--- src/rtl/seq_pkg.sv ---
// seq_pkg: opcode, state encoding and sizing constants shared by the sequencer.
package seq_pkg;

   localparam int unsigned OP_W         = 3;
   localparam int unsigned ST_W         = 3;
   localparam int unsigned CNT_W        = 8;
   localparam int unsigned WAIT_W       = 2;
   localparam int unsigned MEM_WAIT_MAX = 3;

   localparam logic [OP_W-1:0] OP_LDA = 3'b000;
   localparam logic [OP_W-1:0] OP_STA = 3'b001;
   localparam logic [OP_W-1:0] OP_ADD = 3'b010;
   localparam logic [OP_W-1:0] OP_SUB = 3'b011;
   localparam logic [OP_W-1:0] OP_AND = 3'b100;
   localparam logic [OP_W-1:0] OP_JMP = 3'b101;
   localparam logic [OP_W-1:0] OP_JZ  = 3'b110;
   localparam logic [OP_W-1:0] OP_JC  = 3'b111;

   typedef enum logic [ST_W-1:0] {
      ST_IDLE   = 3'd0,
      ST_FETCH  = 3'd1,
      ST_DECODE = 3'd2,
      ST_MEM    = 3'd3,
      ST_WB     = 3'd4,
      ST_EXEC   = 3'd5,
      ST_HALT   = 3'd6
   } state_t;

   // Jumps skip the memory phase and resolve in EXEC.
   function automatic logic is_jump_op(input logic [OP_W-1:0] op);
      return (op == OP_JMP) || (op == OP_JZ) || (op == OP_JC);
   endfunction

endpackage

--- src/rtl/seq_waitcnt.sv ---
// seq_waitcnt: 2-bit load/decrement RAM wait counter with a registered done flag.
module seq_waitcnt
   import seq_pkg::*;
(
   input  logic              clk,
   input  logic              rst_n,
   input  logic              load,
   input  logic              dec,
   input  logic [WAIT_W-1:0] load_val,
   output logic              done
);

   logic [WAIT_W-1:0] cnt, cnt_nxt;

   always_comb begin
      cnt_nxt = cnt;
      if (load)                  cnt_nxt = load_val;
      else if (dec && cnt != '0) cnt_nxt = cnt - WAIT_W'(1);
   end

   // done tracks cnt == 0 so it lines up with the counter register
   always_ff @(posedge clk or negedge rst_n) begin
      if (!rst_n) begin
         cnt  <= '0;
         done <= 1'b1;
      end else begin
         cnt  <= cnt_nxt;
         done <= (cnt_nxt == '0);
      end
   end

endmodule

--- src/rtl/seq_ctrl.sv ---
// seq_ctrl: Moore instruction sequencer for a small accumulator CPU.
// Single-step support from HALT is built only when SEQ_STEP_EN is defined.
module seq_ctrl
   import seq_pkg::*;
#(
   parameter int unsigned MEM_WAIT = 0
) (
   input  logic             clk_i,
   input  logic             rst_ni,
   input  logic [OP_W-1:0]  op_i,
   input  logic             flag_z_i,
   input  logic             flag_c_i,
   input  logic             run_i,
   input  logic             halt_req_i,
   input  logic             step_i,
   output logic             ir_we_o,
   output logic             pc_inc_o,
   output logic             pc_load_o,
   output logic             ram_re_o,
   output logic             ram_we_o,
   output logic             ac_we_o,
   output logic             flag_we_o,
   output logic [OP_W-1:0]  alu_op_o,
   output logic [ST_W-1:0]  state_o,
   output logic             halted_o,
   output logic [CNT_W-1:0] insn_cnt_o
);

   localparam int unsigned WAIT_LD = (MEM_WAIT > MEM_WAIT_MAX) ? MEM_WAIT_MAX : MEM_WAIT;

   state_t           state, state_nxt;
   logic [OP_W-1:0]  opcode, opcode_nxt;
   logic [CNT_W-1:0] insn_cnt;
   logic             retire, resume, stop_on_retire;
   logic             wait_load, wait_dec, wait_done, take_branch;

`ifdef SEQ_STEP_EN
   logic step_mode;

   // step_mode marks an instruction launched by step_i; it always ends in HALT
   always_ff @(posedge clk_i or negedge rst_ni) begin
      if (!rst_ni)                          step_mode <= 1'b0;
      else if (state == ST_HALT && step_i)  step_mode <= 1'b1;
      else if (retire)                      step_mode <= 1'b0;
   end

   assign resume         = step_i | (run_i & ~halt_req_i);
   assign stop_on_retire = halt_req_i | step_mode;
`else
   logic unused_step;

   assign unused_step    = step_i;
   assign resume         = run_i & ~halt_req_i;
   assign stop_on_retire = halt_req_i;
`endif

   always_ff @(posedge clk_i or negedge rst_ni) begin
      if (!rst_ni) begin
         state    <= ST_IDLE;
         opcode   <= '0;
         insn_cnt <= '0;
      end else begin
         state  <= state_nxt;
         opcode <= opcode_nxt;
         if (retire) insn_cnt <= insn_cnt + CNT_W'(1);
      end
   end

   always_comb begin
      take_branch = 1'b0;
      case (opcode)
         OP_JMP:  take_branch = 1'b1;
         OP_JZ:   take_branch = flag_z_i;
         OP_JC:   take_branch = flag_c_i;
         default: take_branch = 1'b0;
      endcase
   end

   // next state and Moore strobes
   always_comb begin
      state_nxt  = state;
      opcode_nxt = opcode;
      retire     = 1'b0;
      wait_load  = 1'b0;
      wait_dec   = 1'b0;
      ir_we_o    = 1'b0;
      pc_inc_o   = 1'b0;
      pc_load_o  = 1'b0;
      ram_re_o   = 1'b0;
      ram_we_o   = 1'b0;
      ac_we_o    = 1'b0;
      flag_we_o  = 1'b0;
      halted_o   = 1'b0;

      case (state)
         ST_IDLE: begin
            if (run_i) state_nxt = ST_FETCH;
         end
         ST_FETCH: begin
            ir_we_o   = 1'b1;
            pc_inc_o  = 1'b1;
            state_nxt = ST_DECODE;
         end
         ST_DECODE: begin
            opcode_nxt = op_i;
            wait_load  = 1'b1;
            state_nxt  = is_jump_op(op_i) ? ST_EXEC : ST_MEM;
         end
         ST_MEM: begin
            if (opcode == OP_STA) begin
               ram_we_o = 1'b1;
               retire   = 1'b1;
            end else begin
               ram_re_o = 1'b1;
               if (wait_done) state_nxt = ST_WB;
               else           wait_dec  = 1'b1;
            end
         end
         ST_WB: begin
            ac_we_o   = 1'b1;
            flag_we_o = 1'b1;
            retire    = 1'b1;
         end
         ST_EXEC: begin
            pc_load_o = take_branch;
            retire    = 1'b1;
         end
         ST_HALT: begin
            halted_o = 1'b1;
            if (resume) state_nxt = ST_FETCH;
         end
         default: state_nxt = ST_IDLE;
      endcase

      if (retire) state_nxt = stop_on_retire ? ST_HALT : ST_FETCH;
   end

   seq_waitcnt u_waitcnt (
      .clk      (clk_i),
      .rst_n    (rst_ni),
      .load     (wait_load),
      .dec      (wait_dec),
      .load_val (WAIT_W'(WAIT_LD)),
      .done     (wait_done)
   );

   assign alu_op_o   = opcode;
   assign state_o    = state;
   assign insn_cnt_o = insn_cnt;

endmodule
--- config.mk ---
export PLATFORM = sky130hd
export DESIGN_NAME = seq_ctrl
export DESIGN_NICKNAME = d
export VERILOG_FILES = /design/src/rtl/seq_pkg.sv /design/src/rtl/seq_waitcnt.sv /design/src/rtl/seq_ctrl.sv
export SDC_FILE = /design/constraint.sdc
export NUM_CORES = 1
export LEC_CHECK = 0
export ABC_AREA = 1
export CAP_MARGIN = 20
export CELL_PAD_IN_SITES_DETAIL_PLACEMENT = 1
export CELL_PAD_IN_SITES_GLOBAL_PLACEMENT = 2
export CORE_MARGIN = 2
export CORE_UTILIZATION = 27
export DETAILED_ROUTE_END_ITERATION = 10
export PLACE_DENSITY_LB_ADDON = 0.1
export SLEW_MARGIN = 40
export SYNTH_ARGS = -nofsm -noshare
export SYNTH_HDL_FRONTEND = slang
export SYNTH_SLANG_ARGS = --single-unit
--- constraint.sdc ---
create_clock -name clk_i -period 2.9 [get_ports clk_i]
set_input_delay 0.58 -clock clk_i [delete_from_list [all_inputs] [get_ports clk_i]]
set_output_delay 0.58 -clock clk_i [all_outputs]
set_load 0.03 [all_outputs]
==> reports/results.ini, run 1 <==
[status]
outcome=finished clean

[synthesis]
avgSynthCellArea_sq_um=7.93
synth_ff_type=dfrtp_1
synth_most_common_cell=nand2_1
synth_cells=126
yosys-top-cells-count=34 x nand2_1, 20 x inv_1, 16 x dfrtp_1, 9 x nand3_1
synth_warnings=0
synth_top_area_share_pct=40.1
yosys.area.top_type=dfrtp_1
synth_area_leaders=dfrtp_1 40%, nand2_1 13%, inv_1 7.5%
async_flop_share_pct=100
synth_edf_count=0
synth_nets=138
ys_seq_area_share_pct=42.7
ys_seq_elements=17
netlist_area_sq_um=1000
synth.distinct_cells=25

[setup_path]
max_stage_delay_ns=0.69
cp_max_fo=1
cpMostUsedCell=clkdlybuf4s50_1
start_kind=input pin
endpoint_kind=output port
cpLargestDelayFamily=buffers and inverters
crit_slowest_cell=clkdlybuf4s50_1
path_cells=clkdlybuf4s50_1 > a21oi_1 > nor3_1 > clkdlybuf4s50_1
worst-endpoint-arrival_ns=1.98
cp.buffers_inverters=2
critPathKind=in2out
required_ns=2.32

[placed_design]
pre_cts_ws_ns=0.347
dp_hpwl_mm=2.06
place.gp.congestion=0.714
port_buffers=30

[grt]
antenna_found_initial=0
grt_usage_pct=13.7
grt_max_degree=18
grt_overflow=0
first_global_vias=963
grt_pass1_wl_mm=4.44

[timing]
tightestPinTransition_ns=0.400
fin_tns_setup_ns=0
fin_crit_sh_pct=88.2
period_needed_ns=2.56
slew_headroom_pct=73.3
hold_violations=0
fmax_mhz=391
fin_ws_ns=0.343
setup_viol=0
rsz0062_at_grt=no
slew_violations=0
whs_ns=0.239
skew_ns=0.00709

[floorplan]
initial_utilization_pct=27.7
std_cell_rows=22
pin_count=32
die_y_microns=64.9
die_x_microns=64.9
dieArea_sq_um=4210
core_sq_um=3610

[power_and_ir_drop]
p_total_mw=1.36
comb_power_share_pct=56.1
p_sw_uw=661
clkPwrFrac_pct=13.3
intPower_uw=700
p_leak_nw=0.693
powerDensity_nw_per_um2=990
p_seq_share_pct=30.6
ir_drop_mv=0.377
sw_frac_of_total_pct=48.6

[cts]
postCtsResizedCells=0
cts_sinks=17
cts_buffers=3
htree_levels=1
clk_latency_ns=0.26
cts_tree=done
clk_pin_slew_ns=0.07
cts_max_path_buffers=2
holdBufCountCts=0
cts_setup_buffers=0
cts_root_buffer=clkbuf_8

[flow_run]
maxCapViolCount=0

[finish]
syn_to_final_growth_pct=37.5
final_nets=170
final_util_pct=38.1
n_antenna_cell=0
drive_gt1_share_pct=13.4

[drt]
drtAntennaViolNets=0
route.met2.wl_mm=1.30
top_layer_used=met4
first_pass_iters=4
num_vias=894
wl_met3_microns=98
viasPerCell=4.36
met1_length_mm=1.09
drc_errors=0
wl_mm=2.52
post_drt_wl_per_cell_microns=12.3
drtIter0Drc=19

[min_path]
worstHoldPathType=in2async

-- registers in the layout, summed over array words and instances (netlist names) --
name / count
insn_cnt_o: 8
state_o: 3
u_waitcnt.cnt: 2
alu_op_o: 3
u_waitcnt.done: 1
-- metrics by stage --
step,instances,instance area (sq um)
detailed placement,201,1330
global route,205,1380
finish,205,1380
CTS,205,1380
floorplan,126,1000
global placement,201,1330
-- power by group through the flow --
stage | sequential (mW) | combinational, mW | clock [mW]
after global placement | 0.419 | 0.764 | 0
after CTS | 0.420 | 0.783 | 0.187
after detailed placement | 0.423 | 0.779 | 0
after floorplan | 0.539 | 0.380 | 0
after global routing | 0.436 | 0.841 | 0.198
final | 0.417 | 0.764 | 0.181
-- area by class of cell --
| class | count | area (sq um) |
|---|---|---|
| clock buffers | 3 | 41.3 |
| multi-input cells | 83 | 460 |
| repair buffers | 30 | 295 |
| well taps | 48 | 60.1 |
| clock inverters | 1 | 5.00 |
| flip-flops and latches | 17 | 427 |
| inverters | 23 | 86.3 |
| fillers | 451 | 2230 |
-- logic make-up (layout without fill, tap and decap cells) --
family,count (synthesis),in the layout,share of synthesized area (%)
fa+ha+maj,2,2,2.50
compound gates,9,9,5.51
xor+xnor,7,7,6.88
simple gates,65,65,31.2
flops,17,17,42.7
buf+inv,26,57,11.3
-- worst paths after layout --
check / from / to / slack [ns] / cells after the start
worst max-delay path: flag_z_i / pc_load_o / 0.34 / 4
worst min-delay path: rst_ni / u_waitcnt.cnt[1] / 0.24 / 1
worst max register to register: state_o[2] / insn_cnt_o[4] / 1.55 / 6
worst min register to register: insn_cnt_o[6] / insn_cnt_o[6] / 0.50 / 1
max in group asynchronous: rst_ni / u_waitcnt.done / 2.34 / 1
min in group clk_i: insn_cnt_o[6] / insn_cnt_o[6] / 0.50 / 1
-- metal layers --
metal | vias up | GRT usage (%)
met2 | 18 | 25.0
met4 | 0 | 4.79
met3 | 4 | 2.43
met1 | 420 | 16.0
li1 | 452 | -
met5 | - | 0
-- cell usage in the layout (no fill, tap or decap), types with 2 or more instances in the layout --
cell type	instances
a21oi_1	2
clkbuf_8	3
clkdlybuf4s50_1	29
dfrtp_1	16
ha_1	2
inv_1	20
inv_2	3
nand2_1	34
nand2_2	4
nand2_4	2
nand3_1	9
nand4_1	3
nor2_1	5
nor2_2	2
nor3_1	4
o21ai_0	4
xor2_1	5
No activity file was read; power rests on OpenSTA's default activity.
==> run 2, diff against run 1 <==
--- a/config.mk
+++ b/config.mk
@@ -6,14 +6,15 @@
 export NUM_CORES = 1
 export LEC_CHECK = 0
 export ABC_AREA = 1
-export CAP_MARGIN = 20
 export CELL_PAD_IN_SITES_DETAIL_PLACEMENT = 1
 export CELL_PAD_IN_SITES_GLOBAL_PLACEMENT = 2
 export CORE_MARGIN = 2
 export CORE_UTILIZATION = 27
 export DETAILED_ROUTE_END_ITERATION = 10
+export GPL_ROUTABILITY_DRIVEN = 0
 export PLACE_DENSITY_LB_ADDON = 0.1
 export SLEW_MARGIN = 40
 export SYNTH_ARGS = -nofsm -noshare
 export SYNTH_HDL_FRONTEND = slang
 export SYNTH_SLANG_ARGS = --single-unit
+export TNS_END_PERCENT = 50
==> results of run 2 <==
The final DEF is identical to that of run 1; final timing and power are the same.
==> RTL edit 1, RTL diff (flow settings as in run 2) <==
Build with the macro `SEQ_STEP_EN` defined.
--- a/src/rtl/seq_ctrl.sv
+++ b/src/rtl/seq_ctrl.sv
@@ -2,2 +2,4 @@
 // Single-step support from HALT is built only when SEQ_STEP_EN is defined.
+`define SEQ_STEP_EN
+
 module seq_ctrl
Formal check against the unedited RTL: not equivalent (a bounded check fails within 10 cycles, from zero or initial values and one cycle with rst_ni low).
==> RTL edit 1 against run 2 <==
Worst setup slack worse by 5.7 ps. Critical path type unchanged. Sequential cell count up 1. Power up 5.9%. Cell count is 3.4% higher. Routed wire length is 3.9% higher. Design area grew 5.4%. Area after synthesis increased by 5.5%.
==> RTL edit 1: results (changes against run 2) <==
stage,metric,value,unit,change
logic_synthesis,Syn Nets,144,,+4.3%
place,DP HPWL,2044,um,-0.85%
logic_synthesis,Compound-Gate Fraction of Synth Area,0.06999,,+0.01492
global_route,first-pass GRT wire length,4526,um,+1.9%
timing,skew final,0.4674,ps,-6.626 ps
global_route,pin count of the biggest net entering global routing,19,,+1
drt,DR WL/cell,12.33,um,+0.50%
logic_synthesis,Post-Synth Adder-Cell Area,0.02372,,-0.001306
worst_hold_path,Hold Path Class,in -> async,,
logic_synthesis,synthesized area,1055,um2,+5.5%
drt,Pre-Repair DR Iteration Count,2,,-2
power_and_ir_drop,maximum vdd drop,391.5,uV,+3.9%
outcome,status,finished clean,,
drt,Via density,4.552,,+4.4%
drt,final WL,2614,um,+3.9%
place,PortBufs,31,,+3.3%
logic_synthesis,Synth area leaders,"dfrtp_1 40%, nand2_1 12%, inv_1 7.5%",,
global_route,grt met3 use,0.02196,,-0.002346
timing,Slew @ Worst Pin,594.1,ps,+193.7 ps
cells_and_area,fin nets,177,,+4.1%
drt,1st-iter DRT viols,36,,+17
global_route,GRT Util Overall,0.1327,,-0.004533
global_route,vias in the first global route,1041,,+8.1%
power_and_ir_drop,P_leak,0.6993,nW,+0.88%
logic_synthesis,mux cell area share after synthesis,0.02135,,+0.02135
logic_synthesis,"Seq/Total Area, Yosys",0.4282,,+0.001449
global_route,Global Route met1 Usage,0.1658,,+0.005787
global_route,met2 Resource Use GR,0.2263,,-0.02375
cells_and_area,fill count,472,,+4.7%
clocking,CTS resizes,0,,unchanged
place,placed insts,208,,+3.5%
logic_synthesis,top post-synthesis cells by count,"35 x nand2_1, 21 x inv_1, 17 x dfrtp_1",,
cells_and_area,fraction of layout cells with a size suffix above 1,0.1037,,-0.03010
place,placed standard-cell area,1394,um2,+4.5%
RTL edit 1: power by group through the flow:
| stage | sequential, mW | combinational [mW] | clock [mW] |
|---|---|---|---|
| after floorplan | 0.574 | 0.386 | 0 |
| after global routing | 0.474 | 0.853 | 0.224 |
| final | 0.455 | 0.785 | 0.202 |
| after CTS | 0.456 | 0.799 | 0.212 |
| after global placement | 0.455 | 0.789 | 0 |
| after detailed placement | 0.458 | 0.795 | 0 |
RTL edit 1: cells by family after synthesis:
| group | count (synthesis) |
|---|---|
| AOI/OAI and AO/OA | 13 |
| xor gates and xnor gates | 7 |
| adders and majority gates | 2 |
| buffers and inverters | 25 |
| DFF | 18 |
| muxes | 2 |
| and+or+nand+nor | 65 |
RTL edit 1: final cells by class:
type / instances / area share
Timing Repair Buffer: 31 / 0.2107
Clock buffer: 4 / 0.03800
Tap cell: 48 / 0.04145
Multi-Input combinational cell: 89 / 0.3411
Inverter: 22 / 0.05699
Sequential cell: 18 / 0.3117
RTL edit 1: through the flow:
stage / total power, mW / utilization / setup slack [ps]
after floorplan: 0.9601 / - / 674.6
after global placement: 1.244 / 0.3764 / 372.1
after CTS: 1.466 / 0.3899 / 334.8
after global routing: 1.550 / 0.3899 / 246.5
final: 1.442 / 0.3899 / 337.7
after detailed placement: 1.254 / 0.3751 / 340.2
RTL edit 1: critical path: stages:
cell and delay [ps]:
clkdlybuf4s50_1 460, a21oi_1 60, nor3_1 190, clkdlybuf4s50_1 700
RTL edit 1: final timing paths:
| kind | cells past startpoint | slack, ps | endpoint |
|---|---|---|---|
| setup / recovery | 4 | 340 | pc_load_o |
| hold / removal | 1 | 250 | u_waitcnt.cnt[1] |
| setup reg to reg | 5 | 1170 | insn_cnt_o[6] |
| hold reg to reg | 1 | 510 | insn_cnt_o[6] |
| max in group asynchronous | 1 | 2320 | u_waitcnt.done |
| min in group clk_i | 1 | 510 | insn_cnt_o[6] |
RTL edit 1: routing by layer:
| layer | routed length, um | share of wire | up-vias |
|---|---|---|---|
| met5 | 0 | 0 | - |
| met4 | 23 | 0.0088 | 0 |
| met3 | 113 | 0.043 | 2 |
| met2 | 1239 | 0.47 | 24 |
| met1 | 1238 | 0.47 | 460 |
| li1 | - | - | 479 |
==> RTL edit 2, RTL diff (flow settings as in run 2) <==
Without the edit above. Put one more register stage on the output `insn_cnt_o`, cleared by the reset. The value now appears one clock later. The other outputs are not delayed to match.
--- a/src/rtl/seq_ctrl.sv
+++ b/src/rtl/seq_ctrl.sv
@@ -148,3 +148,9 @@
    assign state_o    = state;
-   assign insn_cnt_o = insn_cnt;
+   always_ff @(posedge clk_i or negedge rst_ni) begin
+      if (!rst_ni) begin
+         insn_cnt_o <= '0;
+      end else begin
+         insn_cnt_o <= insn_cnt;
+      end
+   end
 
Check against the original RTL: not equivalent (a bounded check fails within 10 cycles, from zero or initial values and one cycle with rst_ni low).
==> RTL edit 2 against run 2 <==
Design area rose by 15%. Power increased by 12%. Via count increased by 9.6%. Worst setup slack worse by 39 ps. Combinational power is 2% lower. Sequential cell count rose by 8. Area after synthesis is 19% higher. Routed wire length rose by 6.2%. Synthesized cell count rose by 11%. First-iteration DRC count is 68% higher. Cell count up 9.3%. Maximum frequency is 1.5% lower. Count of clock-buffer cells in the layout unchanged. Critical endpoint unchanged.
==> RTL edit 2: results (changes against run 2) <==
stage,metric,value,unit,change
logic_synthesis,Synth area leaders,"dfrtp_1 50%, nand2_1 12%, inv_1 8.2%",,
logic_synthesis,Syn Nets,152,,+10%
worst_hold_path,Hold Path Class,reg -> reg,,
logic_synthesis,Mean Syn Cell Area,8.517,um2,+7.3%
worst_setup_path,R2R Setup Slk,1360,ps,-190 ps
cells_and_area,fraction of layout cells with a size suffix above 1,0.07558,,-0.05818
place,DP HPWL,2085,um,+1.1%
drt,met3 routed WL,110,um,+12%
global_route,pin count of the biggest net entering global routing,26,,+8
logic_synthesis,top post-synthesis cells by count,"39 x nand2_1, 26 x inv_1, 24 x dfrtp_1",,
logic_synthesis,"Seq/Total Area, Yosys",0.5257,,+0.09892
logic_synthesis,post-synth cell types,21,,-16%
drt,WL met2,1407,um,+8.0%
drt,DR WL/cell,11.93,um,-2.8%
timing,Slew @ Worst Pin,327.4,ps,-73.10 ps
cells_and_area,fin nets,185,,+8.8%
power_and_ir_drop,maximum vdd drop,315.7,uV,-16%
worst_setup_path,FF-to-FF End,insn_cnt[4],,
global_route,grt met3 use,0.02742,,+0.003111
drt,via count,980,,+9.6%
cells_and_area,fill count,524,,+16%
global_route,Global Route met1 Usage,0.1400,,-0.02000
outcome,status,finished clean,,
global_route,first-pass GRT wire length,4740,um,+6.7%
timing,skew final,2.465,ps,-4.629 ps
place,pre-CTS setup slack,312.4,ps,-34.18 ps
drt,1st-iter DRT viols,32,,+13
worst_setup_path,crit-path max cell delay,710,ps,+20 ps
-- RTL edit 2: report_power, final --
part / total [mW] / leakage (nW) / switching, mW / internal [mW]
Sequential: 0.566 / 0.323 / 0.113 / 0.453
Combinational: 0.748 / 0.471 / 0.461 / 0.288
Clock: 0.210 / 0.0255 / 0.114 / 0.0961
Total: 1.52 / 0.819 / 0.688 / 0.836
-- RTL edit 2: layout make-up --
cell class / count / area (um2) / share of cell area
tap: 52 / 65.06 / 0.04104
inverter: 26 / 97.59 / 0.06156
timing repair buffer: 31 / 307.8 / 0.1942
sequential: 25 / 626.9 / 0.3954
clock inverter: 1 / 5.005 / 0.003157
clock buffer: 3 / 41.29 / 0.02605
multi-input combinational: 86 / 441.7 / 0.2786
-- RTL edit 2: worst max path at each step --
stage	start	end	slack, ps	cells past startpoint
2_1_floorplan	state_o[1]	pc_load_o	610	3
3_3_place_gp	flag_c_i	pc_load_o	330	4
3_5_place_dp	flag_c_i	pc_load_o	310	4
4_1_cts	flag_c_i	pc_load_o	300	4
5_1_grt	flag_c_i	pc_load_o	220	4
6_report	flag_c_i	pc_load_o	300	4
-- RTL edit 2: kinds of logic (layout without fill, tap and decap cells) --
group / Yosys count / in the layout / share of synthesized area
XOR/XNOR: 6 / 6 / 0.05038
AO/OA/AOI/OAI: 12 / 12 / 0.05666
buffers and inverters: 29 / 61 / 0.1039
flip-flops: 25 / 25 / 0.5257
adder cells (fa/ha/maj): 2 / 2 / 0.02098
AND/OR/NAND/NOR: 66 / 66 / 0.2424
-- RTL edit 2: metrics by stage --
stage	hold WS [ps]	cell area, um2	power, mW
finish	414.3	1585	1.524
global route	429.0	1585	1.641
CTS	418.4	1585	1.553
detailed placement	396.2	1539	1.339
global placement	401.4	1539	1.324
floorplan	284.4	1192	1.050
